$ cat src/rtl/ram_copy_engine_pkg.sv
// rtl/ram_copy_engine_pkg.sv - shared types and constants for the RAM copy engine
package ram_copy_engine_pkg;

  localparam int CMD_DATA_WIDTH = 8;
  localparam int CMD_ADDR_WIDTH = 8;

  // Registered read latency of the attached dual-port RAM.
  localparam int READ_LATENCY = 1;

  typedef enum logic [1:0] {
    IDLE,
    READ,
    DRAIN,
    FILL
  } state_t;

  typedef struct packed {
    logic                      fill;
    logic [CMD_ADDR_WIDTH-1:0] src;
    logic [CMD_ADDR_WIDTH-1:0] dst;
    logic [CMD_ADDR_WIDTH:0]   len;
    logic [CMD_DATA_WIDTH-1:0] pattern;
  } cmd_t;

endpackage

$ cat src/rtl/ram_copy_engine_if.sv
// rtl/ram_copy_engine_if.sv - command and RAM-port bundle of the copy engine
interface ram_copy_engine_if
  import ram_copy_engine_pkg::*;
#(
  parameter int DATA_WIDTH = CMD_DATA_WIDTH,
  parameter int ADDR_WIDTH = CMD_ADDR_WIDTH
);

  logic                  cmd_valid;
  logic                  cmd_ready;
  logic                  cmd_fill;
  logic [ADDR_WIDTH-1:0] cmd_src;
  logic [ADDR_WIDTH-1:0] cmd_dst;
  logic [ADDR_WIDTH:0]   cmd_len;
  logic [DATA_WIDTH-1:0] cmd_pattern;

  logic [ADDR_WIDTH-1:0] rd_addr;
  logic [DATA_WIDTH-1:0] rd_q;
  logic [ADDR_WIDTH-1:0] wr_addr;
  logic [DATA_WIDTH-1:0] wr_data;
  logic                  wr_we;

  logic                  busy;
  logic                  done;

  // Command source plus RAM side of the system.
  modport master (
    output cmd_valid, cmd_fill, cmd_src, cmd_dst, cmd_len, cmd_pattern, rd_q,
    input  cmd_ready, rd_addr, wr_addr, wr_data, wr_we, busy, done
  );

  // The engine itself.
  modport slave (
    input  cmd_valid, cmd_fill, cmd_src, cmd_dst, cmd_len, cmd_pattern, rd_q,
    output cmd_ready, rd_addr, wr_addr, wr_data, wr_we, busy, done
  );

endinterface

$ cat src/rtl/ram_copy_engine.sv
// rtl/ram_copy_engine.sv - block copy / pattern fill initiator for a dual-port RAM
// Port A of the RAM is read through rd_*, port B is written through wr_*.
module ram_copy_engine
  import ram_copy_engine_pkg::*;
#(
  parameter int DATA_WIDTH = CMD_DATA_WIDTH,
  parameter int ADDR_WIDTH = CMD_ADDR_WIDTH
) (
  input  logic             clk,
  input  logic             rst,
  ram_copy_engine_if.slave bus
);

  localparam int CNT_WIDTH = ADDR_WIDTH + 1;

  state_t                state;
  cmd_t                  cmd_in;
  logic                  accept;
  logic                  issue_rd;

  logic [ADDR_WIDTH-1:0] rd_ptr;
  logic [ADDR_WIDTH-1:0] wr_ptr;
  logic [CNT_WIDTH-1:0]  rd_left;
  logic [CNT_WIDTH-1:0]  wr_left;
  logic [DATA_WIDTH-1:0] pattern_q;

  logic [ADDR_WIDTH-1:0] rd_addr_q;
  logic [ADDR_WIDTH-1:0] wr_addr_q;
  logic [DATA_WIDTH-1:0] wr_data_q;
  logic                  wr_we_q;
  logic                  busy_q;
  logic                  done_q;

  // Bit 0 marks a read issued this cycle; the top bit marks rd_q valid now.
  logic [READ_LATENCY:0] vld_pipe;

  assign cmd_in = '{
    fill:    bus.cmd_fill,
    src:     bus.cmd_src,
    dst:     bus.cmd_dst,
    len:     bus.cmd_len,
    pattern: bus.cmd_pattern
  };

  assign accept   = bus.cmd_valid && (state == IDLE);
  assign issue_rd = (accept && !cmd_in.fill && (cmd_in.len != '0)) ||
                    ((state == READ) && (rd_left != '0));

  always_ff @(posedge clk or negedge rst) begin
    if (!rst) begin
      state     <= IDLE;
      rd_ptr    <= '0;
      wr_ptr    <= '0;
      rd_left   <= '0;
      wr_left   <= '0;
      pattern_q <= '0;
      rd_addr_q <= '0;
      wr_addr_q <= '0;
      wr_data_q <= '0;
      wr_we_q   <= 1'b0;
      busy_q    <= 1'b0;
      done_q    <= 1'b0;
      vld_pipe  <= '0;
    end else begin
      done_q   <= 1'b0;
      wr_we_q  <= 1'b0;
      vld_pipe <= {vld_pipe[READ_LATENCY-1:0], issue_rd};

      // Copy write stage: RAM data for the oldest outstanding read is on rd_q.
      if (vld_pipe[READ_LATENCY]) begin
        wr_we_q   <= 1'b1;
        wr_addr_q <= wr_ptr;
        wr_data_q <= bus.rd_q;
        wr_ptr    <= wr_ptr + 1'b1;
        wr_left   <= wr_left - 1'b1;
      end

      case (state)
        IDLE: begin
          if (accept) begin
            pattern_q <= cmd_in.pattern;
            if (cmd_in.len == '0) begin
              done_q <= 1'b1;
            end else if (cmd_in.fill) begin
              state     <= FILL;
              busy_q    <= 1'b1;
              wr_we_q   <= 1'b1;
              wr_addr_q <= cmd_in.dst;
              wr_data_q <= cmd_in.pattern;
              wr_ptr    <= cmd_in.dst + 1'b1;
              wr_left   <= cmd_in.len - 1'b1;
            end else begin
              state     <= READ;
              busy_q    <= 1'b1;
              rd_addr_q <= cmd_in.src;
              rd_ptr    <= cmd_in.src + 1'b1;
              rd_left   <= cmd_in.len - 1'b1;
              wr_ptr    <= cmd_in.dst;
              wr_left   <= cmd_in.len;
            end
          end
        end

        READ: begin
          if (rd_left != '0) begin
            rd_addr_q <= rd_ptr;
            rd_ptr    <= rd_ptr + 1'b1;
            rd_left   <= rd_left - 1'b1;
          end else begin
            state <= DRAIN;
          end
        end

        // wr_left reaches zero on the edge that issues the last write.
        DRAIN: begin
          if (wr_left == '0) begin
            state  <= IDLE;
            busy_q <= 1'b0;
            done_q <= 1'b1;
          end
        end

        FILL: begin
          if (wr_left != '0) begin
            wr_we_q   <= 1'b1;
            wr_addr_q <= wr_ptr;
            wr_data_q <= pattern_q;
            wr_ptr    <= wr_ptr + 1'b1;
            wr_left   <= wr_left - 1'b1;
          end else begin
            state  <= IDLE;
            busy_q <= 1'b0;
            done_q <= 1'b1;
          end
        end

        default: state <= IDLE;
      endcase
    end
  end

  assign bus.cmd_ready = (state == IDLE);
  assign bus.rd_addr   = rd_addr_q;
  assign bus.wr_addr   = wr_addr_q;
  assign bus.wr_data   = wr_data_q;
  assign bus.wr_we     = wr_we_q;
  assign bus.busy      = busy_q;
  assign bus.done      = done_q;

endmodule

$ cat src/flat_wrapper.sv
// flat-port wrapper written by rule: the top's interface ports become plain ports
module ram_copy_engine_flat import ram_copy_engine_pkg::*;
#(
  parameter int DATA_WIDTH = CMD_DATA_WIDTH,
  parameter int ADDR_WIDTH = CMD_ADDR_WIDTH
)
  (clk, rst, bus_cmd_valid, bus_cmd_fill, bus_cmd_src, bus_cmd_dst, bus_cmd_len, bus_cmd_pattern, bus_rd_q, bus_cmd_ready, bus_rd_addr, bus_wr_addr, bus_wr_data, bus_wr_we, bus_busy, bus_done);
  ram_copy_engine_if #(.DATA_WIDTH(DATA_WIDTH), .ADDR_WIDTH(ADDR_WIDTH)) bus_i ();
  input  logic clk;
  input  logic rst;
  input wire logic [$bits(bus_i.cmd_valid)-1:0] bus_cmd_valid;
  input wire logic [$bits(bus_i.cmd_fill)-1:0] bus_cmd_fill;
  input wire logic [$bits(bus_i.cmd_src)-1:0] bus_cmd_src;
  input wire logic [$bits(bus_i.cmd_dst)-1:0] bus_cmd_dst;
  input wire logic [$bits(bus_i.cmd_len)-1:0] bus_cmd_len;
  input wire logic [$bits(bus_i.cmd_pattern)-1:0] bus_cmd_pattern;
  input wire logic [$bits(bus_i.rd_q)-1:0] bus_rd_q;
  output wire logic [$bits(bus_i.cmd_ready)-1:0] bus_cmd_ready;
  output wire logic [$bits(bus_i.rd_addr)-1:0] bus_rd_addr;
  output wire logic [$bits(bus_i.wr_addr)-1:0] bus_wr_addr;
  output wire logic [$bits(bus_i.wr_data)-1:0] bus_wr_data;
  output wire logic [$bits(bus_i.wr_we)-1:0] bus_wr_we;
  output wire logic [$bits(bus_i.busy)-1:0] bus_busy;
  output wire logic [$bits(bus_i.done)-1:0] bus_done;
  assign bus_i.cmd_valid = bus_cmd_valid;
  assign bus_i.cmd_fill = bus_cmd_fill;
  assign bus_i.cmd_src = bus_cmd_src;
  assign bus_i.cmd_dst = bus_cmd_dst;
  assign bus_i.cmd_len = bus_cmd_len;
  assign bus_i.cmd_pattern = bus_cmd_pattern;
  assign bus_i.rd_q = bus_rd_q;
  assign bus_cmd_ready = bus_i.cmd_ready;
  assign bus_rd_addr = bus_i.rd_addr;
  assign bus_wr_addr = bus_i.wr_addr;
  assign bus_wr_data = bus_i.wr_data;
  assign bus_wr_we = bus_i.wr_we;
  assign bus_busy = bus_i.busy;
  assign bus_done = bus_i.done;
  ram_copy_engine #(.DATA_WIDTH(DATA_WIDTH), .ADDR_WIDTH(ADDR_WIDTH)) u_core (.clk(clk), .rst(rst), .bus(bus_i));
endmodule
$ cat config.mk
export PLATFORM = sky130hd
export DESIGN_NAME = ram_copy_engine_flat
export DESIGN_NICKNAME = d
export VERILOG_FILES = /design/src/rtl/ram_copy_engine_pkg.sv /design/src/rtl/ram_copy_engine_if.sv /design/src/rtl/ram_copy_engine.sv /design/src/flat_wrapper.sv
export SDC_FILE = /design/constraint.sdc
export NUM_CORES = 1
export LEC_CHECK = 0
export CAP_MARGIN = 20
export CORE_UTILIZATION = 59
export DETAILED_ROUTE_END_ITERATION = 8
export GPL_TIMING_DRIVEN = 0
export PLACE_DENSITY = 0.86
export REMOVE_ABC_BUFFERS = 1
export SKIP_LAST_GASP = 1
export SYNTH_ARGS = -nofsm -noshare
export SYNTH_HDL_FRONTEND = slang
export SYNTH_SLANG_ARGS = --single-unit
$ cat constraint.sdc
create_clock -name clk -period 4.6 [get_ports clk]
set_clock_uncertainty 0.05 [all_clocks]
set_input_delay 0.46 -clock clk [delete_from_list [all_inputs] [get_ports clk]]
set_output_delay 0.46 -clock clk [all_outputs]
set_load 0.005 [all_outputs]
==> reports/metrics.yaml, run 1 <==
run_status:
  status: "completed"
routing:
  drt.antenna.violating_nets: 0
  drt_wl_total_mm: 12.9
  wl_per_cell_um: 18.9
  vias: 4444
  drc_errors: 0
  via_per_inst: 6.50
  dr.pass1.iters: 5
  drt_iter0_drc: 388
timing:
  max_freq_mhz: 318
  maxSlewHeadroom_pct: 37.5
  tightest_slew_ps: 934
  setup_violations: 0
  setup_tns_ps: 0
  drv_slew: 0
  fin_crit_sh_pct: 68.3
  rsz0062_at_grt: "no"
  final_hold_viol_count: 0
  period_minus_slack_ps: 3140
worst_setup_path:
  cp_num_cells: 8
  arrival_ps: 3330
  start_kind: "input port"
  critPathMaxStageDelay_ps: 640
  crit_path_max_fanout: 33
  crit_buf_inv: 2
  cp_cell_sequence: "clkdlybuf4s50_1 > inv_1 > ha_1 > or4b_1 > o211ai_2 > a22o_2 > o21ai_0 > a221o_1"
  end_kind: "flop"
  path_class: "input port to flop"
  critPathSlowestCell: "or4b_1"
  reg2regPathDepth: 7
  crit_family: "compound AO/OA/AOI/OAI gates"
  crit_required_ps: 4790
job:
  maxCapViolations: 0
cells_and_area:
  fillers: 582
  layout-drive-gt1-share_pct: 10.3
  syn_to_final_growth_pct: 21.1
  antenna_cells: 0
  design_area_mm2: 0.00585
  final_nets: 633
grt:
  use_met3_pct: 4.11
  grtUsageTotal_pct: 32.0
  grt-ovfl-total: 0
  top_usage_layer: "met2"
  grt_use_met1_pct: 41.5
  grt_max_degree: 58
  antenna_found_initial: 0
  grt_pass1_wl_mm: 21.6
  first_global_vias: 4451
  use_met2_pct: 53.8
synthesis:
  synth_top_area_cell: "dfrtp_1"
  synth-main-ff-cell: "dfrtp_1"
  netlist_area_mm2: 0.00483
  synthArstFlopShare_pct: 100
  yosysMostFrequentCell: "dfrtp_1"
  synth_cells: 523
  yosysWarnings: 0
  synthTopCellsByArea: "dfrtp_1 (38%), xor2_1 (5.3%), mux2i_1 (4.3%)"
  ys_ff_latch: 73
  synth_cell_types: 68
  synth-edff-count: 0
  syn_area_per_cell_um2: 9.24
  synth_seq_area_share_pct: 37.8
  netlist_top_cells_count: "dfrtp_1 (73), nand2_1 (55), nor2_1 (35), o22ai_1 (32), xor2_1 (29)"
  synth.top_cell.area_share_pct: 37.8
pwr:
  p_leak_uw: 0.00237
  ir_worst_vdd_mv: 0.466
  p_per_area_mw_per_mm2: 655
die:
  core_region_area_mm2: 0.00781
  die_area_mm2: 0.00856
  rows: 32
  initial_core_util_pct: 61.9
  die_w_um: 92.5
  io_pins: 73
  fp.dieH_um: 92.5
clock_tree:
  numCtsBuffers: 9
  cts_tree: "built"
  clock_path_buffers: 2
  cts_root_buf: "clkbuf_8"
  clk_pin_slew_ps: 80
  cts_hold_buf: 1
  postCtsSetupRepairBufs: 0
  clkSinkCount: 73
  clock_latency_ps: 360
  cts_resized: 0
  cts_max_level: 3
placed_design:
  hpwl_mm: 8.92
  port_buffers: 72
  globalplace.congestion: 0.921
  place_area_mm2: 0.00566
hold_path:
  hold-path-cell-count: 0
  hold_path_class: "flop to flop"
[where the power goes]
| group | switching [uW] | leakage [uW] | internal, uW |
|---|---|---|---|
| registers | 313 | 0.000910 | 923 |
| clock network | 261 | 0.0000911 | 223 |
| logic | 1130 | 0.00137 | 982 |
| total | 1700 | 0.00237 | 2130 |
[sequential cells by signal, summed over array words and instances (netlist names)]
register and flops:
u_core.bus.done 1, u_core.rd_ptr 8, u_core.bus.wr_we 1, u_core.bus.wr_addr 8
u_core.state 2, u_core.wr_ptr 8, u_core.pattern_q 8, u_core.bus.busy 1
u_core.vld_pipe 2, u_core.bus.wr_data 8, u_core.rd_left 9, u_core.wr_left 9
u_core.bus.rd_addr 8
[worst reg2reg max path, stage by stage (launching register included)]
cell and delay (ps):
dfrtp_1 430, inv_1 100, ha_1 390, and2_1 650
o211ai_2 220, a22o_2 480, or4_1 550, nand3_1 90
[cell usage in the layout, fill, tap and decap left out, types with 3 or more instances in the layout]
| cell type | netlist | routed |
|---|---|---|
| a211o_1 | 3 | 3 |
| a21boi_0 | 3 | 3 |
| a21oi_1 | 11 | 11 |
| a221o_1 | 4 | 4 |
| a22oi_1 | 15 | 15 |
| a22oi_2 | 9 | 9 |
| a2bb2oi_1 | 3 | 3 |
| a31oi_1 | 4 | 4 |
| a32oi_1 | 4 | 4 |
| and3_1 | 7 | 7 |
| and4_1 | 4 | 4 |
| buf_16 | 0 | 4 |
| clkbuf_8 | 0 | 11 |
| clkdlybuf4s50_1 | 0 | 71 |
| clkinv_2 | 0 | 3 |
| dfrtp_1 | 73 | 72 |
| ha_1 | 11 | 11 |
| inv_1 | 16 | 16 |
| mux2_2 | 12 | 12 |
| mux2i_1 | 21 | 21 |
| nand2_1 | 55 | 55 |
| nand2b_1 | 4 | 4 |
| nand3_1 | 17 | 17 |
| nand3b_1 | 3 | 3 |
| nand4_1 | 8 | 8 |
| nor2_1 | 35 | 35 |
| nor3_1 | 10 | 10 |
| nor4_1 | 5 | 5 |
| o21a_1 | 4 | 4 |
| o21ai_0 | 20 | 20 |
| o22ai_1 | 32 | 32 |
| or3_1 | 3 | 3 |
| or4_1 | 5 | 5 |
| xnor2_1 | 17 | 17 |
| xor2_1 | 29 | 29 |
[layout make-up]
class	instances	area, um^2	share of cell area, %
Timing Repair Buffer	79	857	14.6
Clock inverter	5	30.0	0.513
Sequential cell	73	1830	31.2
Inverter	16	60.1	1.03
Multi-Input combinational cell	398	2800	47.8
Tap cell	102	128	2.18
Clock buffer	11	151	2.59
[metrics by stage]
stage / cells / hold slack, ps / power (uW) / setup slack [ps] / utilization (%)
detailed placement: 666 / 289 / 3310 / 1050 / 72.4
global placement: 661 / 283 / 3060 / 370 / 70.7
CTS: 683 / 306 / 3800 / 1170 / 74.9
global route: 684 / 308 / 4080 / 1250 / 75.0
finish: 684 / 305 / 3830 / 1460 / 75.0
floorplan: 487 / 114 / 2480 / 1820 / -
[path summary, 6_finish.rpt]
path / end / slack (ps) / start
min in group asynchronous: u_core.bus.wr_data[0] / 470 / rst
max: u_core.rd_left[6] / 1460 / bus_cmd_len[0]
min reg2reg: u_core.vld_pipe[1] / 300 / u_core.vld_pipe[0]
max in group asynchronous: u_core.rd_ptr[6] / 3460 / rst
min: u_core.vld_pipe[1] / 300 / u_core.vld_pipe[0]
max reg2reg: u_core.rd_left[8] / 1590 / u_core.state[1]
[per-layer routing]
metal | up-vias | wire, um
met5 | - | 0
met4 | 0 | 258
met3 | 29 | 674
met2 | 195 | 6540
met1 | 2179 | 5440
li1 | 2041 | -
[cells by family (layout without fill, tap and decap cells)]
| logic type | count (synthesis) | count (layout) | share of synthesized area [%] |
|---|---|---|---|
| AND/OR/NAND/NOR | 167 | 167 | 17.1 |
| AO/OA/AOI/OAI | 139 | 139 | 21.6 |
| flip-flops | 73 | 73 | 37.8 |
| buffers and inverters | 52 | 111 | 4.66 |
| XOR/XNOR | 46 | 46 | 8.33 |
| multiplexers | 35 | 35 | 7.61 |
| adder cells (fa/ha/maj) | 11 | 11 | 2.85 |
(Power assumes the default switching activity.)
==> inputs of run 2 (changes only) <==
--- a/config.mk
+++ b/config.mk
@@ -6,10 +6,10 @@
 export NUM_CORES = 1
 export LEC_CHECK = 0
 export CAP_MARGIN = 20
-export CORE_UTILIZATION = 59
+export CORE_UTILIZATION = 50
 export DETAILED_ROUTE_END_ITERATION = 8
 export GPL_TIMING_DRIVEN = 0
-export PLACE_DENSITY = 0.86
+export PLACE_DENSITY = 0.78
 export REMOVE_ABC_BUFFERS = 1
 export SKIP_LAST_GASP = 1
 export SYNTH_ARGS = -nofsm -noshare
==> constraint.sdc (replaced) <==
create_clock -name clk -period 2.8 [get_ports clk]
set_clock_uncertainty 0.05 [all_clocks]
set_input_delay 0.28 -clock clk [delete_from_list [all_inputs] [get_ports clk]]
set_output_delay 0.28 -clock clk [all_outputs]
set_load 0.005 [all_outputs]
==> run 2 against run 1 <==
  * Power grew 69%
  * Routed wire length down 1.6%
  * Core utilization down 11 points
  * Flip-flop and latch count did not move
  * Register-to-register slack worse by 1400 ps
  * Via count fell by 3.1%
  * Sequential share of layout area shrank 0.61 points
  * Hold slack gained 11 ps
  * Cell count up 4.4%
==> reports/metrics.yaml, run 2 (synthesis gave the netlist of run 1 again) <==
routing:
  drc_errors: 0  # unchanged
  dr.pass1.iters: 5  # unchanged
  drt_wl_total_mm: 12.7  # -1.6%
  vias: 4305  # -3.1%
  via_per_inst: 6.03  # -7.2%
  wl_per_cell_um: 17.8  # -5.8%
  drt_iter0_drc: 311  # -20%
  drt.antenna.violating_nets: 0  # unchanged
worst_setup_path:
  cp_cell_sequence: "clkdlybuf4s50_1 > inv_1 > ha_1 > or4b_1 > or2_4 > a21boi_2 > nand3b_1 > mux2_1"
  reg2regPathDepth: 7  # unchanged
  crit_path_max_fanout: 8  # -76%
  end_kind: "flop"
  start_kind: "input port"
  critPathMaxStageDelay_ps: 640  # about the same
  path_class: "input port to flop"
  arrival_ps: 2900  # -430 ps
  critPathSlowestCell: "or4b_1"
  crit_required_ps: 2970  # -1820 ps
die:
  rows: 35  # +9.4%
  fp.dieH_um: 100  # +8.4%
  die_w_um: 100  # +8.4%
  initial_core_util_pct: 52.1  # -9.8 points
  die_area_mm2: 0.0101  # +18%
  core_region_area_mm2: 0.00928  # +19%
  io_pins: 73  # unchanged
cells_and_area:
  layout.cells.most_common: "dfrtp_1"
  antenna_cells: 0  # unchanged
  syn_to_final_growth_pct: 23.5
  top_regs: "u_core.rd_left x9, u_core.wr_left x9"
  final_cell_mix: "dfrtp_1 (72), clkdlybuf4s50_1 (71), nand2_1 (54)"
  fillers: 785  # +35%
  final_nets: 637  # +0.63%
  layout-drive-gt1-share_pct: 11.6  # +1.3 points
pwr:
  p_per_area_mw_per_mm2: 1080  # +65%
  ir_worst_vdd_mv: 0.704  # +51%
  p_leak_uw: 0.00239  # +1.1%
  p_total_uw: 6460  # +69%
timing:
  maxSlewHeadroom_pct: 37.4  # -0.15 points
  period_minus_slack_ps: 2730
  drv_slew: 0  # unchanged
  fin_crit_sh_pct: 97.4
  final_hold_viol_count: 0  # unchanged
  max_freq_mhz: 367
  setup_tns_ps: 0  # unchanged
  tightest_slew_ps: 936  # +2.23 ps
  setup_violations: 0  # unchanged
  rsz0062_at_grt: "no"
clock_tree:
  cts_root_buf: "clkbuf_8"
  cts_tree: "built"
  clock_path_buffers: 2  # unchanged
  clkSinkCount: 73  # unchanged
  clock_latency_ps: 350  # about the same
  clk_pin_slew_ps: 70  # about the same
  cts_max_level: 3  # unchanged
  numCtsBuffers: 9  # unchanged
grt:
  grt-ovfl-total: 0  # unchanged
  antenna_found_initial: 0  # unchanged
  grtUsageTotal_pct: 26.3  # -5.6 points
  grt_pass1_wl_mm: 21.0  # -2.8%
  first_global_vias: 4274  # -4.0%
  grt_max_degree: 43  # -26%
run_status:
  status: "completed"
hold_path:
  hold-path-cell-count: 0  # unchanged
  hold_path_class: "flop to flop"
placed_design:
  globalplace.congestion: 0.863  # -6.3%
  port_buffers: 72  # unchanged
  hpwl_mm: 8.58  # -3.9%
job:
  maxCapViolations: 0  # unchanged
==> run 2: cell types whose count changed in the layout (fill, tap and decap cells not counted), sizes merged <==
cell / delta
buf: +3
a22o: +1
bufinv: +1
clkinv: -2
==> run 2: critical path, delay by kind of cell <==
kind                       cells  cell delay [ps]
AOI/OAI and AO/OA              1              210
adders and majority gates      1              260
buffers and inverters          2              610
muxes                          1              350
and+or+nand+nor                3             1180
==> run 2: final timing paths <==
kind,from,slack [ps],to
hold reg to reg,u_core.vld_pipe[0],320,u_core.vld_pipe[1]
setup / recovery,bus_cmd_len[0],70,u_core.state[1]
min in group asynchronous,rst,360,u_core.wr_ptr[0]
setup reg to reg,u_core.state[1],150,u_core.rd_left[8]
max in group asynchronous,rst,1740,u_core.vld_pipe[1]
hold / removal,u_core.vld_pipe[0],320,u_core.vld_pipe[1]
==> run 2: repair_timing <==
item,CTS,global route
setup buffers,0,4
endpoints found under the setup margin,27,18
hold buffers,1,0
pin swaps,0,3
cloned,0,1
endpoints found under the hold margin,31,0
resized for setup,5,3
==> run 2: area by class of cell <==
type / instances / area [um^2] / area share, %
Clock buffer: 11 / 141 / 2.37
Clock inverter: 4 / 53.8 / 0.901
Inverter: 16 / 60.1 / 1.01
Multi-Input combinational cell: 399 / 2850 / 47.7
Sequential cell: 73 / 1830 / 30.6
Tap cell: 129 / 161 / 2.70
Timing Repair Buffer: 82 / 881 / 14.7
==> run 2: stage by stage <==
| step | cells | hold WS (ps) | util (%) | worst slack, ps | area, um^2 |
|---|---|---|---|---|---|
| 2_1_floorplan | 487 | -65.6 | - | 17.0 | 4670 |
| 3_3_place_gp | 688 | 284 | 59.8 | -1320 | 5550 |
| 5_1_grt | 714 | 330 | 64.3 | 17.1 | 5970 |
| 4_1_cts | 709 | 316 | 63.7 | 71.8 | 5910 |
| 3_5_place_dp | 693 | 212 | 61.2 | -540 | 5680 |
| 6_report | 714 | 316 | 64.3 | 71.5 | 5970 |
==> run 2: per-layer routing <==
| layer | track usage (%) | part of all wire (%) | vias to the layer above | routed length (um) |
|---|---|---|---|---|
| li1 | - | - | 2046 | - |
| met1 | 36.6 | 45 | 2093 | 5720 |
| met2 | 42.7 | 49 | 141 | 6170 |
| met3 | 2.86 | 4.3 | 25 | 547 |
| met4 | 9.48 | 2.1 | 0 | 263 |
| met5 | 0 | 0 | - | 0 |
==> run 2: report_power, final <==
part / switching (uW) / leakage, uW / total, uW / internal, uW
clock: 418 / 0.0000916 / 851 / 434
combinational: 1890 / 0.00139 / 3590 / 1700
sequential: 505 / 0.000910 / 2020 / 1520
==> inputs of run 3 (changes only) <==
--- a/config.mk
+++ b/config.mk
@@ -9,9 +9,11 @@
 export CORE_UTILIZATION = 50
 export DETAILED_ROUTE_END_ITERATION = 8
 export GPL_TIMING_DRIVEN = 0
+export MAX_ROUTING_LAYER = met4
 export PLACE_DENSITY = 0.78
 export REMOVE_ABC_BUFFERS = 1
 export SKIP_LAST_GASP = 1
 export SYNTH_ARGS = -nofsm -noshare
 export SYNTH_HDL_FRONTEND = slang
 export SYNTH_SLANG_ARGS = --single-unit
+export TNS_END_PERCENT = 100
==> run 3 against run 2 <==
  * Sequential share of layout area unchanged
  * Critical path type unchanged
  * Critical endpoint is now u_core.rd_left[5]
  * Largest power group unchanged
  * Flip-flop and latch count unchanged
  * Power increased by 0.22%
  * Highest routed layer unchanged
==> reports/metrics.yaml, run 3 (synthesis gave the netlist of run 1 again) <==
pwr:
  p_per_area_mw_per_mm2: 1080  # +0.22%
  p_total_uw: 6470  # +0.22%
  ir_worst_vdd_mv: 0.702  # -0.38%
  p_leak_uw: 0.00239  # unchanged
hold_path:
  hold_path_class: "flop to flop"
  hold-path-cell-count: 0  # unchanged
timing:
  setup_slack_ps: 66.1  # -5.40 ps
  setup_violations: 0  # unchanged
  max_freq_mhz: 366  # -0.20%
  final_hold_viol_count: 0  # unchanged
  period_minus_slack_ps: 2730  # +5.40 ps
  tightest_slew_ps: 931  # -5.67 ps
  rsz0062_at_grt: "no"
  drv_slew: 0  # unchanged
  maxSlewHeadroom_pct: 37.8  # +0.38 points
  fin_crit_sh_pct: 97.6  # +0.19 points
  setup_tns_ps: 0  # unchanged
job:
  maxCapViolations: 0  # unchanged
grt:
  grtUsageTotal_pct: 27.0  # +0.66 points
  grt-ovfl-total: 0  # unchanged
  antenna_found_initial: 0  # unchanged
  grt_max_degree: 43  # unchanged
  grt_pass1_wl_mm: 21.0  # -0.33%
  first_global_vias: 4298  # +0.56%
clock_tree:
  clock_path_buffers: 2  # unchanged
  cts_max_level: 3  # unchanged
  clk_pin_slew_ps: 70  # about the same
  clkSinkCount: 73  # unchanged
  clock_latency_ps: 350  # about the same
  cts_tree: "built"
  numCtsBuffers: 9  # unchanged
  cts_root_buf: "clkbuf_8"
routing:
  drt_iter0_drc: 322  # +3.5%
  via_per_inst: 6.15  # +1.9%
  vias: 4388  # +1.9%
  drt.antenna.violating_nets: 0  # unchanged
  dr.pass1.iters: 5  # unchanged
  drt_wl_total_mm: 12.8  # +0.61%
  drc_errors: 0  # unchanged
  wl_per_cell_um: 17.9  # +0.61%
die:
  initial_core_util_pct: 52.1  # unchanged
  die_area_mm2: 0.0101  # unchanged
  io_pins: 73  # unchanged
  die_w_um: 100  # unchanged
  rows: 35  # unchanged
  fp.dieH_um: 100  # unchanged
  core_region_area_mm2: 0.00928  # unchanged
cells_and_area:
  final_util_pct: 64.3  # unchanged
  syn_to_final_growth_pct: 23.5  # unchanged
  layout-drive-gt1-share_pct: 11.6  # unchanged
  design_area_mm2: 0.00597  # unchanged
  final_cell_mix: "dfrtp_1 (72), clkdlybuf4s50_1 (71), nand2_1 (54)"
  layout.cells.most_common: "dfrtp_1"
  antenna_cells: 0  # unchanged
  top_regs: "u_core.rd_left x9, u_core.wr_left x9"
  final_nets: 637  # unchanged
placed_design:
  place_area_mm2: 0.00568  # unchanged
  hpwl_mm: 8.58  # unchanged
  globalplace.congestion: 0.877  # +1.6%
  port_buffers: 72  # unchanged
  place_ws_ps: -540  # unchanged
worst_setup_path:
  end_kind: "flop"
  crit_required_ps: 2970  # about the same
  arrival_ps: 2910  # about the same
  reg2regPathDepth: 7  # unchanged
  crit_path_max_fanout: 8  # unchanged
  path_class: "input port to flop"
  start_kind: "input port"
run_status:
  status: "completed"
[run 3: timing repair]
action / CTS / global route
pin swaps: 0 / 3
gates cloned: 0 / 1
buffers inserted: 0 / 4
endpoints found under the setup margin: 27 / 18
hold endpoints to repair: 31 / 0
hold buffers: 1 / 0
gates resized for setup: 5 / 3
[run 3: final timing paths]
kind | from | end | slack, ps
min in group asynchronous | rst | u_core.bus.wr_data[4] | 360
worst min-delay path | u_core.vld_pipe[0] | u_core.vld_pipe[1] | 320
worst max-delay path | bus_cmd_len[0] | u_core.rd_left[5] | 70
worst min register to register | u_core.vld_pipe[0] | u_core.vld_pipe[1] | 320
worst max register to register | u_core.state[0] | u_core.wr_left[5] | 160
max in group asynchronous | rst | u_core.vld_pipe[1] | 1740
[run 3: final cells by class]
cell class                      count  area, um^2
Multi-Input combinational cell    399        2850
Inverter                           16        60.1
Clock buffer                       11         141
Fill cell                         785        3310
Timing Repair Buffer               82         881
Clock inverter                      4        53.8
Sequential cell                    73        1830
Tap cell                          129         161
[run 3: per-stage QoR]
| stage | cells | hold WS, ps |
|---|---|---|
| 3_3_place_gp | 688 | 284 |
| 6_report | 714 | 317 |
| 2_1_floorplan | 487 | -65.6 |
| 5_1_grt | 714 | 330 |
| 4_1_cts | 709 | 316 |
| 3_5_place_dp | 693 | 212 |
[run 3: worst max-delay path: stages]
cell and delay (ps):
clkdlybuf4s50_1 500, inv_1 100, ha_1 250, or4b_1 640
o21ai_0 490, nor3_1 150, a32o_1 260, a211o_1 230
[run 3: power breakdown]
group          switching [uW]  internal [uW]
Sequential                511           1520
Combinational            1890           1700
Clock                     419            434
[run 3: per-layer routing]
layer,up-vias,track usage [%],share of wire (%)
li1,2041,-,-
met1,2170,36.2,45
met2,148,42.9,48
met3,29,2.58,3.9
met4,0,9.48,2.2
met5,-,-,0
